$ cat src/rtl/cond_exec_ctrl.sv
// Execute-stage conditional execution controller: waits on the ALU, evaluates the ARM condition
// against the NZCV register, gates write enables and commits flags. COND_PERF_CNT_EN adds exec/squash counters.
module cond_exec_ctrl #(
    parameter int TIMEOUT_CYCLES = 16,
    parameter int CNT_W          = 32
) (
    input  logic             clk,
    input  logic             rst,
    input  logic             in_valid,
    output logic             in_ready,
    input  logic [3:0]       in_cond,
    input  logic [1:0]       in_flag_w,
    input  logic             in_reg_w,
    input  logic             in_mem_w,
    input  logic             in_pc_s,
    input  logic             alu_done,
    input  logic [3:0]       alu_flags,
    output logic             out_valid,
    input  logic             out_ready,
    output logic             out_reg_w,
    output logic             out_mem_w,
    output logic             out_pc_s,
    output logic             out_cond_ex,
    output logic             out_flush,
    output logic [3:0]       flags,
    output logic             err,
    output logic [CNT_W-1:0] exec_cnt,
    output logic [CNT_W-1:0] squash_cnt
);
    typedef enum logic [1:0] {IDLE, WAIT_ALU, HOLD} state_t;

    localparam int TW = (TIMEOUT_CYCLES > 1) ? $clog2(TIMEOUT_CYCLES) : 1;

    state_t        state, state_nxt;
    logic [3:0]    cond_q, alu_q;
    logic [1:0]    flag_w_q;
    logic          reg_w_q, mem_w_q, pc_s_q, cond_ex_q;
    logic [TW-1:0] tmo_cnt;
    logic          tmo_hit, capture, resolve, commit, hold;

    function automatic logic cond_eval(input logic [3:0] c, input logic [3:0] f);
        logic n, z, cf, v;
        {n, z, cf, v} = f;
        case (c)
            4'b0000: return z;
            4'b0001: return !z;
            4'b0010: return cf;
            4'b0011: return !cf;
            4'b0100: return n;
            4'b0101: return !n;
            4'b0110: return v;
            4'b0111: return !v;
            4'b1000: return cf && !z;
            4'b1001: return !cf || z;
            4'b1010: return n == v;
            4'b1011: return n != v;
            4'b1100: return !z && (n == v);
            4'b1101: return z || (n != v);
            4'b1110: return 1'b1;
            default: return 1'b0;
        endcase
    endfunction

    // alu_done on the last allowed cycle wins over the timeout
    assign tmo_hit = (TIMEOUT_CYCLES != 0) && !alu_done &&
                     (tmo_cnt == TW'(TIMEOUT_CYCLES - 1));

    always_comb begin
        state_nxt = state;
        in_ready  = 1'b0;
        capture   = 1'b0;
        resolve   = 1'b0;
        commit    = 1'b0;
        out_flush = 1'b0;
        case (state)
            IDLE: begin
                in_ready = 1'b1;
                if (in_valid) begin
                    capture   = 1'b1;
                    state_nxt = WAIT_ALU;
                end
            end
            WAIT_ALU: begin
                if (alu_done || tmo_hit) begin
                    resolve   = 1'b1;
                    state_nxt = HOLD;
                end
            end
            HOLD: begin
                if (out_ready) begin
                    commit = 1'b1;
                    if (pc_s_q && cond_ex_q) begin
                        out_flush = 1'b1;
                        state_nxt = IDLE;
                    end else begin
                        in_ready = 1'b1;
                        if (in_valid) begin
                            capture   = 1'b1;
                            state_nxt = WAIT_ALU;
                        end else begin
                            state_nxt = IDLE;
                        end
                    end
                end
            end
            default: state_nxt = IDLE;
        endcase
        if (rst) in_ready = 1'b0;
    end

    always_ff @(posedge clk or posedge rst) begin
        if (rst) begin
            state     <= IDLE;
            cond_q    <= '0;
            alu_q     <= '0;
            flag_w_q  <= '0;
            reg_w_q   <= 1'b0;
            mem_w_q   <= 1'b0;
            pc_s_q    <= 1'b0;
            cond_ex_q <= 1'b0;
            tmo_cnt   <= '0;
            flags     <= '0;
            err       <= 1'b0;
        end else begin
            state <= state_nxt;
            if (capture) begin
                cond_q   <= in_cond;
                flag_w_q <= in_flag_w;
                reg_w_q  <= in_reg_w;
                mem_w_q  <= in_mem_w;
                pc_s_q   <= in_pc_s;
                tmo_cnt  <= '0;
            end else if (state == WAIT_ALU) begin
                tmo_cnt <= tmo_cnt + 1'b1;
            end
            // a timed-out instruction resolves as squashed
            if (resolve) begin
                alu_q     <= alu_flags;
                cond_ex_q <= alu_done && cond_eval(cond_q, flags);
                if (tmo_hit) err <= 1'b1;
            end
            if (commit && cond_ex_q) begin
                if (flag_w_q[1]) flags[3:2] <= alu_q[3:2];
                if (flag_w_q[0]) flags[1:0] <= alu_q[1:0];
            end
        end
    end

    assign hold        = (state == HOLD);
    assign out_valid   = hold;
    assign out_cond_ex = hold && cond_ex_q;
    assign out_reg_w   = hold && cond_ex_q && reg_w_q;
    assign out_mem_w   = hold && cond_ex_q && mem_w_q;
    assign out_pc_s    = hold && cond_ex_q && pc_s_q;

`ifdef COND_PERF_CNT_EN
    always_ff @(posedge clk or posedge rst) begin
        if (rst) begin
            exec_cnt   <= '0;
            squash_cnt <= '0;
        end else if (commit) begin
            if (cond_ex_q) exec_cnt   <= exec_cnt + 1'b1;
            else           squash_cnt <= squash_cnt + 1'b1;
        end
    end
`else
    assign exec_cnt   = '0;
    assign squash_cnt = '0;
`endif

endmodule

$ cat config.mk
export PLATFORM = sky130hd
export DESIGN_NAME = cond_exec_ctrl
export DESIGN_NICKNAME = d
export VERILOG_FILES = /design/src/rtl/cond_exec_ctrl.sv
export SDC_FILE = /design/constraint.sdc
export NUM_CORES = 1
export LEC_CHECK = 0
export CAP_MARGIN = 5
export CORE_ASPECT_RATIO = 0.6
export CORE_MARGIN = 1
export CORE_UTILIZATION = 39
export CTS_CLUSTER_DIAMETER = 40
export DETAILED_ROUTE_END_ITERATION = 10
export PLACE_DENSITY = 0.8
export SLEW_MARGIN = 20
export SYNTH_ARGS = -nofsm -noshare
export SYNTH_HDL_FRONTEND = slang
export SYNTH_SLANG_ARGS = --single-unit
$ cat constraint.sdc
create_clock -name clk -period 2.2 [get_ports clk]
set_clock_uncertainty 0.2 [all_clocks]
set_input_delay 0.44 -clock clk [delete_from_list [all_inputs] [get_ports clk]]
set_output_delay 0.44 -clock clk [all_outputs]
set_load 0.01 [all_outputs]
Word-level counts from Yosys, hierarchy flattened
Cells that the tools add are included.
- multiplexer cells: 25
- add/sub/neg operators: 1
- equality and inequality tests: 22
- reduce and logical (&&, ||, !) cells: 25
- operators by type and width (cell ; count):
    $eq A4 B4 Y1 const B ; 8
    $eq A4 B3 Y1 const B ; 4
    $mux W1 ; 16
    $pmux W1 S15 ; 1
    $logic_and A1 B1 Y1 ; 10
    $eq A4 B2 Y1 const B ; 2
    $mux W4 ; 2
    $mux W2 ; 3
    $ne A2 B2 Y1 const B ; 3
    $pmux W2 S3 ; 1
    $reduce_and A2 Y1 ; 3
    $logic_not A1 Y1 ; 5
    $add A4 B1 Y4 const B ; 1
    $eq A4 B1 Y1 const B ; 1
    $logic_not A4 Y1 ; 1
    $pmux W1 S2 ; 2
    $logic_or A1 B1 Y1 ; 3
    $reduce_and A3 Y1 ; 1
    $eq A2 B1 Y1 const B ; 1
    $eq A2 B2 Y1 const B ; 1
    $logic_not A2 Y1 ; 1
    $reduce_bool A2 Y1 ; 1
    $eq A1 B1 Y1 ; 1
    $ne A1 B1 Y1 ; 1
- input port bits: 18
- logic and storage cells: 85
- output and inout bits: 76
- bits in registers: 25

Longest topological paths before layout
Gate-level depths: netlist of run 1.
- word-level depth: 7
- depth in mapped cells: 6
- depth with buffers taken out: 5

Worst setup path after synthesis of run 1
No wires, ideal clock.
- path type: reg-to-output
- start point: register state[0]
- end point: output port out_flush
- slack: 0.399 ns
- required time: 1.560 ns
- path buffers: 0
- cell stages (with the launch flop): 5
- arrival time: 1.161 ns
- cell sequence: dfrtp_1 nand2b_1 inv_1 and2_1 and3_2
- longest elaborated chain between the ends: 2
- ends and longest elaborated chain (element ; RTL line ; RTL):
    start: declaration ; 34 ; state_t state, state_nxt;
    start signal: assignment ; 125 ; state <= state_nxt;
    $eq A2 B2 Y1 ; -- ;
    named net out_valid ; 18 ; output logic out_valid,
    $mux W1 ; 75 ; case (state)
    end: declaration ; 24 ; output logic out_flush,
The timed path passes the listed nets, and every way through them passes these cells.

Final worst setup path of run 1
- start point: input port out_ready
- end point: output port in_ready
- longest elaborated chain between the ends: 3
- ends and longest elaborated chain (element ; RTL line ; RTL):
    start: declaration ; 19 ; input logic out_ready,
    $mux W1 ; 90 ; if (out_ready) begin
    $pmux W1 S2 ; 75 ;
    $mux W1 ; 108 ; if (rst) in_ready = 1'b0;
    end: declaration ; 10 ; output logic in_ready,
Every way passes these cells.

==> out/qor.json, run 1 <==
{
  "dp.final_hpwl_mm": 2.20,
  "power_frac_clock_pct": 13.2,
  "combinationalPowerShare_pct": 45.3,
  "muxShareOfSynthArea_pct": 12.8,
  "synth_fa_ha_area_share_pct": 0.723,
  "peakVddDrop_uv": 585,
  "post_synth_xor_area_fraction_pct": 2.02,
  "layoutNonFillerInstCount": 269,
  "endpoint_kind": "output port",
  "route.top_layer_used": "met4",
  "vias_per_cell": 4.07,
  "postSynthCellCount": 171,
  "die_area_um2": 4720,
  "cts_tree": "yes",
  "worstPathMaxFanout": 2,
  "synth-seq-area-share_pct": 36.1,
  "met3_length_um": 198,
  "replace_congestion": 0.790,
  "clockRootBuffer": "sky130_fd_sc_hd__clkbuf_8",
  "boundaryPins": 94,
  "initial_antenna_violation_count": 0,
  "actual_slew_at_the_worst_max_slew_pin_ns": 0.503,
  "ys.warnings.count": 0,
  "cpPeakStageDelay_ns": 0.47,
  "maxCapViolations": 0,
  "static_leakage_nw": 0.991,
  "compound_cell_area_share_of_the_yosys_netlist_pct": 7.59,
  "power.sequential.fraction_pct": 41.5,
  "finalNetCount": 229,
  "grt_overflow_total": 0,
  "grt_max_degree": 26,
  "number_of_distinct_library_cells_after_synthesis": 38,
  "most-common-layout-cells": "sky130_fd_sc_hd__conb_1, sky130_fd_sc_hd__dfrtp_1, sky130_fd_sc_hd__clkdlybuf4s50_1",
  "max_freq_ghz": 0.465,
  "clock_sink_count": 25,
  "first_global_vias": 907,
  "cp_data_required_time_ns": 1.56,
  "portBuffers": 29,
  "dominant_combinational_cell_family_by_area_after_synthesis": "buffers and inverters",
  "post-place-cells": 265,
  "wl_met2_mm": 1.27,
  "final_layout_size_suffix_gt1_share_pct": 18.7,
  "m1WireLength_mm": 1.29,
  "clk_transition_reported_paths_ns": 0.08,
  "mappedNetlistArea_um2": 1730,
  "drt-initial-drc-count": 61,
  "synth_simple_gate_area_share_pct": 10.6,
  "avgSynthCellArea_um2": 10.1,
  "power.internal_mw": 1.33,
  "critPathKind": "input pin to output port",
  "setup-violations-final": 0,
  "drt_first_pass_iters": 4,
  "path_cells": "clkdlybuf4s50_1 -> a21bo_4 -> a211oi_1 -> buf_2",
  "buffer_depth_of_the_longest_clock_path": 2,
  "core-area_um2": 4190,
  "fin_setup_tns_ns": 0,
  "worstSkewPairLatency_ns": 0.27,
  "ys_ff_latch": 25,
  "floorplan.initialDensity_pct": 41.3,
  "layout_commonest_cell": "sky130_fd_sc_hd__conb_1",
  "fin_crit_ns": 2.15,
  "worst_setup_path_start_kind": "input pin",
  "final_antenna_diode_count": 0,
  "grtUsageTotal_pct": 12.7,
  "tritoncts.num_buffers": 3,
  "maxSlewHeadroom_pct": 65.6,
  "drt.antenna.violating_nets": 0,
  "period_share_pct": 97.7,
  "route.final.wire_length_mm": 2.78,
  "hold_path.class": "register to register",
  "power_switching_share_pct": 37.3,
  "grt_setup_unrepaired": "no",
  "arrival_time_reported_for_the_critical_path_endpoint_ns": 1.51,
  "whs_ns": 0.268,
  "cell_type_of_the_slowest_stage_on_the_worst_timing_path": "sky130_fd_sc_hd__clkdlybuf4s50_1",
  "ctsHtreeMaxLevel": 1,
  "core.rowCount": 18,
  "cts_setup_buffers": 0,
  "final-hold-violation-count": 0,
  "rrSetupSlack_ns": 0.32,
  "route.detailed.drc": 0,
  "avgRoutedWirePerCell_um": 10.3,
  "netSwitchingPower_mw": 0.791,
  "die_width_um": 88.0,
  "area_delta_synth_final_pct": 12.9,
  "filler_cell_count": 418,
  "cellPowerDensity_nw_per_um2": 1080,
  "status": "finished clean",
  "via_count": 1096,
  "report.final.slew_viol_count": 0,
  "grt_pass1_wl_mm": 4.44,
  "die_height_um": 53.6
}
## cell usage after synthesis
cell type | instances | share of area [%]
sky130_fd_sc_hd__inv_1 | 3 | 0.65
sky130_fd_sc_hd__o21ai_2 | 1 | 0.51
sky130_fd_sc_hd__a2111oi_0 | 1 | 0.51
sky130_fd_sc_hd__conb_1 | 1 | 0.22
sky130_fd_sc_hd__a211oi_1 | 2 | 0.87
sky130_fd_sc_hd__xnor2_1 | 3 | 1.5
sky130_fd_sc_hd__or2_2 | 1 | 0.36
sky130_fd_sc_hd__a21oi_1 | 1 | 0.29
sky130_fd_sc_hd__nand3_1 | 3 | 0.87
sky130_fd_sc_hd__mux2_2 | 17 | 11
sky130_fd_sc_hd__and2_1 | 1 | 0.36
sky130_fd_sc_hd__nand2_1 | 7 | 1.5
sky130_fd_sc_hd__o21ai_1 | 2 | 0.58
sky130_fd_sc_hd__and2b_4 | 1 | 0.58
sky130_fd_sc_hd__a211oi_4 | 1 | 1.2
sky130_fd_sc_hd__a21o_1 | 1 | 0.43
sky130_fd_sc_hd__mux2i_1 | 3 | 1.7
sky130_fd_sc_hd__o31ai_1 | 1 | 0.43
sky130_fd_sc_hd__nand4b_1 | 2 | 1.0
sky130_fd_sc_hd__o21ai_0 | 3 | 0.87
sky130_fd_sc_hd__and3b_1 | 1 | 0.51
sky130_fd_sc_hd__nor2_2 | 1 | 0.36
sky130_fd_sc_hd__and3_1 | 4 | 1.4
sky130_fd_sc_hd__a311oi_1 | 1 | 0.51
sky130_fd_sc_hd__and3_2 | 1 | 0.43
sky130_fd_sc_hd__buf_2 | 3 | 0.87
sky130_fd_sc_hd__o221ai_1 | 1 | 0.51
sky130_fd_sc_hd__a21bo_4 | 1 | 0.94
sky130_fd_sc_hd__nor3_1 | 1 | 0.29
sky130_fd_sc_hd__buf_4 | 64 | 28
sky130_fd_sc_hd__nand2b_1 | 2 | 0.72
sky130_fd_sc_hd__nor2_1 | 5 | 1.1
sky130_fd_sc_hd__nor2b_1 | 1 | 0.36
sky130_fd_sc_hd__ha_1 | 1 | 0.72
sky130_fd_sc_hd__buf_6 | 1 | 0.65
sky130_fd_sc_hd__xor2_1 | 1 | 0.51
sky130_fd_sc_hd__nand4_1 | 2 | 0.72
sky130_fd_sc_hd__dfrtp_1 | 25 | 36
## critical path, delay by kind of cell
family | cells | cell delay, ns
buf+inv | 2 | 0.63
compound gates | 2 | 0.44
## flip-flops by register name, summed over array words and instances (netlist names)
name and cells:
cond_q 4, flags 4, cond_ex_q 1, err 1
flag_w_q 2, alu_q 4, reg_w_q 1, mem_w_q 1
state 2, pc_s_q 1, tmo_cnt 4
## layer usage
| layer | global-route usage, % | vias up |
|---|---|---|
| met3 | 4.45 | 2 |
| met1 | 18.3 | 524 |
| met4 | 1.61 | 0 |
| li1 | - | 524 |
| met2 | 18.7 | 46 |
| met5 | 0 | - |
## cell type report
type / instances / area (um2) / share of cell area (%)
clock buffers: 3 / 41.3 / 2.11
clock inverters: 1 / 7.51 / 0.384
inverters: 3 / 11.3 / 0.576
multi-input cells: 138 / 825 / 42.2
flip-flops and latches: 25 / 626 / 32.0
well taps: 60 / 75.1 / 3.84
repair buffers: 39 / 370 / 18.9
## worst paths after layout
| check | from | endpoint | depth (start not counted) |
|---|---|---|---|
| worst min register to register | err$_DFFE_PP0P_ | err$_DFFE_PP0P_ | 1 |
| max in group asynchronous | rst | err$_DFFE_PP0P_ | 3 |
| min in group asynchronous | rst | mem_w_q$_DFFE_PP0N_ | 3 |
| worst max register to register | pc_s_q$_DFFE_PP0N_ | cond_q[0]$_DFFE_PP0N_ | 5 |
| worst max-delay path | out_ready | in_ready | 4 |
| worst min-delay path | err$_DFFE_PP0P_ | err$_DFFE_PP0P_ | 1 |
## cells by family after synthesis
kind of cell               Yosys count
and+or+nand+nor                     33
xor gates and xnor gates             4
DFF                                 25
buffers and inverters               71
AOI/OAI and AO/OA                   16
muxes                               20
adders and majority gates            1
other                                1
## timing repair
action / 4_1_cts / 5_1_grt
hold buffers: 0 / 0
setup endpoints to repair: 6 / 2
hold endpoints to repair: 0 / 0
pin swaps: 0 / 0
gates resized for setup: 9 / 2
## through the flow
step | instance area, um2 | setup slack [ns] | util [%] | total power, mW
2_1_floorplan | 1970 | 0.399 | - | 1.59
3_3_place_gp | 1910 | -0.388 | 45.7 | 1.83
3_5_place_dp | 1910 | -0.381 | 45.7 | 1.87
4_1_cts | 1950 | 0.0339 | 46.6 | 2.14
5_1_grt | 1960 | 0.00170 | 46.7 | 2.28
6_report | 1960 | 0.0502 | 46.7 | 2.12
## power groups by stage
| stage | Sequential (mW) | Clock (mW) | Combinational, mW |
|---|---|---|---|
| 2_1_floorplan | 0.820 | 0 | 0.774 |
| 3_3_place_gp | 0.876 | 0 | 0.951 |
| 3_5_place_dp | 0.888 | 0 | 0.982 |
| 4_1_cts | 0.880 | 0.284 | 0.973 |
| 5_1_grt | 0.915 | 0.308 | 1.06 |
| 6_report | 0.879 | 0.279 | 0.961 |
No activity file was read; power rests on OpenSTA's default activity.
==> run 2: changes to the inputs <==
Settings changed: ABC_CLOCK_PERIOD_IN_PS set to 1840, CORE_UTILIZATION 39 to 35, PLACE_DENSITY 0.8 to 0.76.
Clock period 2.2 ns to 1.84 ns, I/O delays scaled along.
==> out/qor.json, run 2 (synthesized netlist as in run 1, its figures left out) <==
{
  "setup-violations-final": {"value": 8, "change": "+8"},
  "portBuffers": {"value": 29, "change": "unchanged"},
  "ctsHtreeMaxLevel": {"value": 1, "change": "unchanged"},
  "multi_input_gate_area_in_the_final_layout": {"value": 903, "unit": "um2", "change": "+9.6%"},
  "grt_pass1_wl": {"value": 4.80, "unit": "mm", "change": "+7.9%"},
  "layout.area.seq": {"value": 626, "unit": "um2", "change": "unchanged"},
  "timing.final.ws_setup": {"value": -0.0232, "unit": "ns", "change": "-0.0733 ns"},
  "power.sequential.fraction": {"value": 36.0, "unit": "%", "change": "-5.5 points"},
  "tritoncts.num_buffers": {"value": 3, "change": "unchanged"},
  "route.final.wire_length": {"value": 3.20, "unit": "mm", "change": "+15%"},
  "grtUsageTotal": {"value": 11.7, "unit": "%", "change": "-0.95 points"},
  "finalNetCount": {"value": 239, "change": "+4.4%"},
  "worst_setup_path_start_kind": "register",
  "worstSkewPairLatency": {"value": 0.27, "unit": "ns", "change": "about the same"},
  "die_height": {"value": 56.5, "unit": "um", "change": "+5.4%"},
  "violations": "setup timing",
  "drt.antenna.violating_nets": {"value": 0, "change": "unchanged"},
  "endpoint_kind": "register",
  "post-route-util": {"value": 45.6, "unit": "%", "change": "-1.1 points"},
  "cts_tree": "yes",
  "peakVddDrop": {"value": 764, "unit": "uV", "change": "+31%"},
  "replace_congestion": {"value": 0.753, "change": "-4.7%"},
  "status": "finished, violations left",
  "report.final.slew_viol_count": {"value": 0, "change": "unchanged"},
  "static_leakage": {"value": 1.07, "unit": "nW", "change": "+8.3%"},
  "period_share_pct": 101,
  "initial_antenna_violation_count": {"value": 0, "change": "unchanged"},
  "dp.final_hpwl": {"value": 2.17, "unit": "mm", "change": "-1.4%"},
  "drt-initial-drc-count": {"value": 31, "change": "-49%"},
  "final-hold-violation-count": {"value": 0, "change": "unchanged"},
  "fin_crit_ns": 1.86,
  "route.detailed.drc": {"value": 0, "change": "unchanged"},
  "maxCapViolations": {"value": 0, "change": "unchanged"},
  "clockRootBuffer": "sky130_fd_sc_hd__clkbuf_8",
  "timing.rr.start": "cond_ex_q$_DFFE_PP0P_",
  "buffer_depth_of_the_longest_clock_path": {"value": 2, "change": "unchanged"},
  "hold_path.class": "register to register",
  "vias_per_cell": {"value": 4.13, "change": "+1.3%"},
  "critPathKind": "register to register",
  "power_switching_share": {"value": 36.7, "unit": "%", "change": "-0.63 points"},
  "filler_cell_count": {"value": 439, "change": "+5.0%"},
  "first_global_vias": {"value": 978, "change": "+7.8%"},
  "combinationalPowerShare": {"value": 52.6, "unit": "%", "change": "+7.3 points"},
  "core-area": {"value": 4660, "unit": "um2", "change": "+11%"},
  "arrival_time_reported_for_the_critical_path_endpoint": {"value": 1.82, "unit": "ns", "change": "+0.31 ns"},
  "cp_data_required_time": {"value": 1.80, "unit": "ns", "change": "+0.24 ns"},
  "clock_sink_count": {"value": 25, "change": "unchanged"},
  "netSwitchingPower": {"value": 1.05, "unit": "mW", "change": "+32%"},
  "clk_transition_reported_paths": {"value": 0.09, "unit": "ns", "change": "about the same"},
  "avgRoutedWirePerCell": {"value": 11.3, "unit": "um", "change": "+9.9%"},
  "final_antenna_diode_count": {"value": 0, "change": "unchanged"},
  "layout_commonest_cell": "sky130_fd_sc_hd__conb_1",
  "via_count": {"value": 1164, "change": "+6.2%"},
  "area_delta_synth_final_pct": 22.8,
  "grt_max_degree": {"value": 26, "change": "unchanged"},
  "final_layout_size_suffix_gt1_share": {"value": 28.3, "unit": "%", "change": "+9.7 points"},
  "max_freq_ghz": 0.537,
  "hold_start": "err$_DFFE_PP0P_",
  "whs": {"value": 0.273, "unit": "ns", "change": "+0.00560 ns"},
  "holdBufCountCts": {"value": 0, "change": "unchanged"},
  "die_width": {"value": 92.8, "unit": "um", "change": "+5.4%"},
  "core.rowCount": {"value": 19, "change": "+1"},
  "critPathLaunch": "cond_ex_q$_DFFE_PP0P_",
  "die_area": {"value": 5240, "unit": "um2", "change": "+11%"},
  "cellPowerDensity": {"value": 1340, "unit": "nW/um2", "change": "+24%"},
  "power_frac_clock": {"value": 11.5, "unit": "%", "change": "-1.7 points"},
  "grt_setup_unrepaired": "yes",
  "drt_first_pass_iters": {"value": 4, "change": "unchanged"},
  "floorplan.initialDensity": {"value": 37.2, "unit": "%", "change": "-4.2 points"},
  "boundaryPins": {"value": 94, "change": "unchanged"},
  "worstPathMaxFanout": {"value": 7, "change": "+5"},
  "power.internal": {"value": 1.81, "unit": "mW", "change": "+36%"},
  "grt_overflow_total": {"value": 0, "change": "unchanged"},
  "most-common-layout-cells": "sky130_fd_sc_hd__conb_1, sky130_fd_sc_hd__dfrtp_1, sky130_fd_sc_hd__clkdlybuf4s50_1"
}
[run 2: power by group through the flow]
stage | Combinational [mW] | Clock (mW) | Sequential, mW
3_3_place_gp | 1.21 | 0 | 1.03
4_1_cts | 1.45 | 0.335 | 1.02
5_1_grt | 1.62 | 0.359 | 1.07
2_1_floorplan | 0.925 | 0 | 0.981
3_5_place_dp | 1.24 | 0 | 1.04
6_report | 1.50 | 0.327 | 1.03
[run 2: layout make-up]
class,instances,area share [%]
tap,63,3.71
multi-input combinational,138,42.5
sequential,25,29.4
inverter,3,0.530
clock buffer,4,2.12
timing repair buffer,49,21.7
[run 2: final timing paths]
| path | slack (ns) | to | cells past startpoint |
|---|---|---|---|
| min in group asynchronous | 0.31 | state[0]$_DFFE_PP0P_ | 3 |
| setup reg to reg | -0.02 | flag_w_q[0]$_DFFE_PP0N_ | 5 |
| hold reg to reg | 0.27 | err$_DFFE_PP0P_ | 1 |
| max in group asynchronous | 0.89 | state[1]$_DFFE_PP0P_ | 3 |
| hold / removal | 0.27 | err$_DFFE_PP0P_ | 1 |
| setup / recovery | -0.02 | flag_w_q[0]$_DFFE_PP0N_ | 5 |
[run 2: through the flow]
stage               setup WS (ns)  instance area, um2  TNS, ns  std cells  power (mW)
floorplan                  0.0960                1970        0        234        1.91
global placement           -0.681                1950    -7.73        272        2.24
detailed placement         -0.678                1950    -8.34        272        2.27
CTS                       -0.0596                2080  -0.0690        282        2.81
global route              -0.0809                2130   -0.743        282        3.05
finish                    -0.0232                2130   -0.159        282        2.86
[run 2: what timing repair did]
| action | in CTS | in global routing |
|---|---|---|
| cloned | 1 | 0 |
| pin swaps | 2 | 6 |
| setup endpoints to repair | 21 | 23 |
| setup buffers | 5 | 2 |
| gates resized for setup | 40 | 21 |
[run 2: metal layers]
layer	track usage, %	share of wire (%)	vias to the layer above
met3	4.61	7.0	9
met5	0	0	-
li1	-	-	543
met1	16.4	47	562
met2	16.6	44	50
met4	3.30	1.6	0
[run 2: critical path, stage by stage (launching register included)]
cell and delay [ns]:
sky130_fd_sc_hd__dfrtp_1 0.42, sky130_fd_sc_hd__a21bo_4 0.24, sky130_fd_sc_hd__buf_6 0.11, sky130_fd_sc_hd__a211oi_4 0.27, sky130_fd_sc_hd__buf_6 0.20, sky130_fd_sc_hd__mux2_4 0.30
==> run 3: changes to the inputs <==
Settings changed: CAP_MARGIN 5 to 10.
==> results of run 3 <==
Final layout, timing and power as in run 2 (identical DEF).
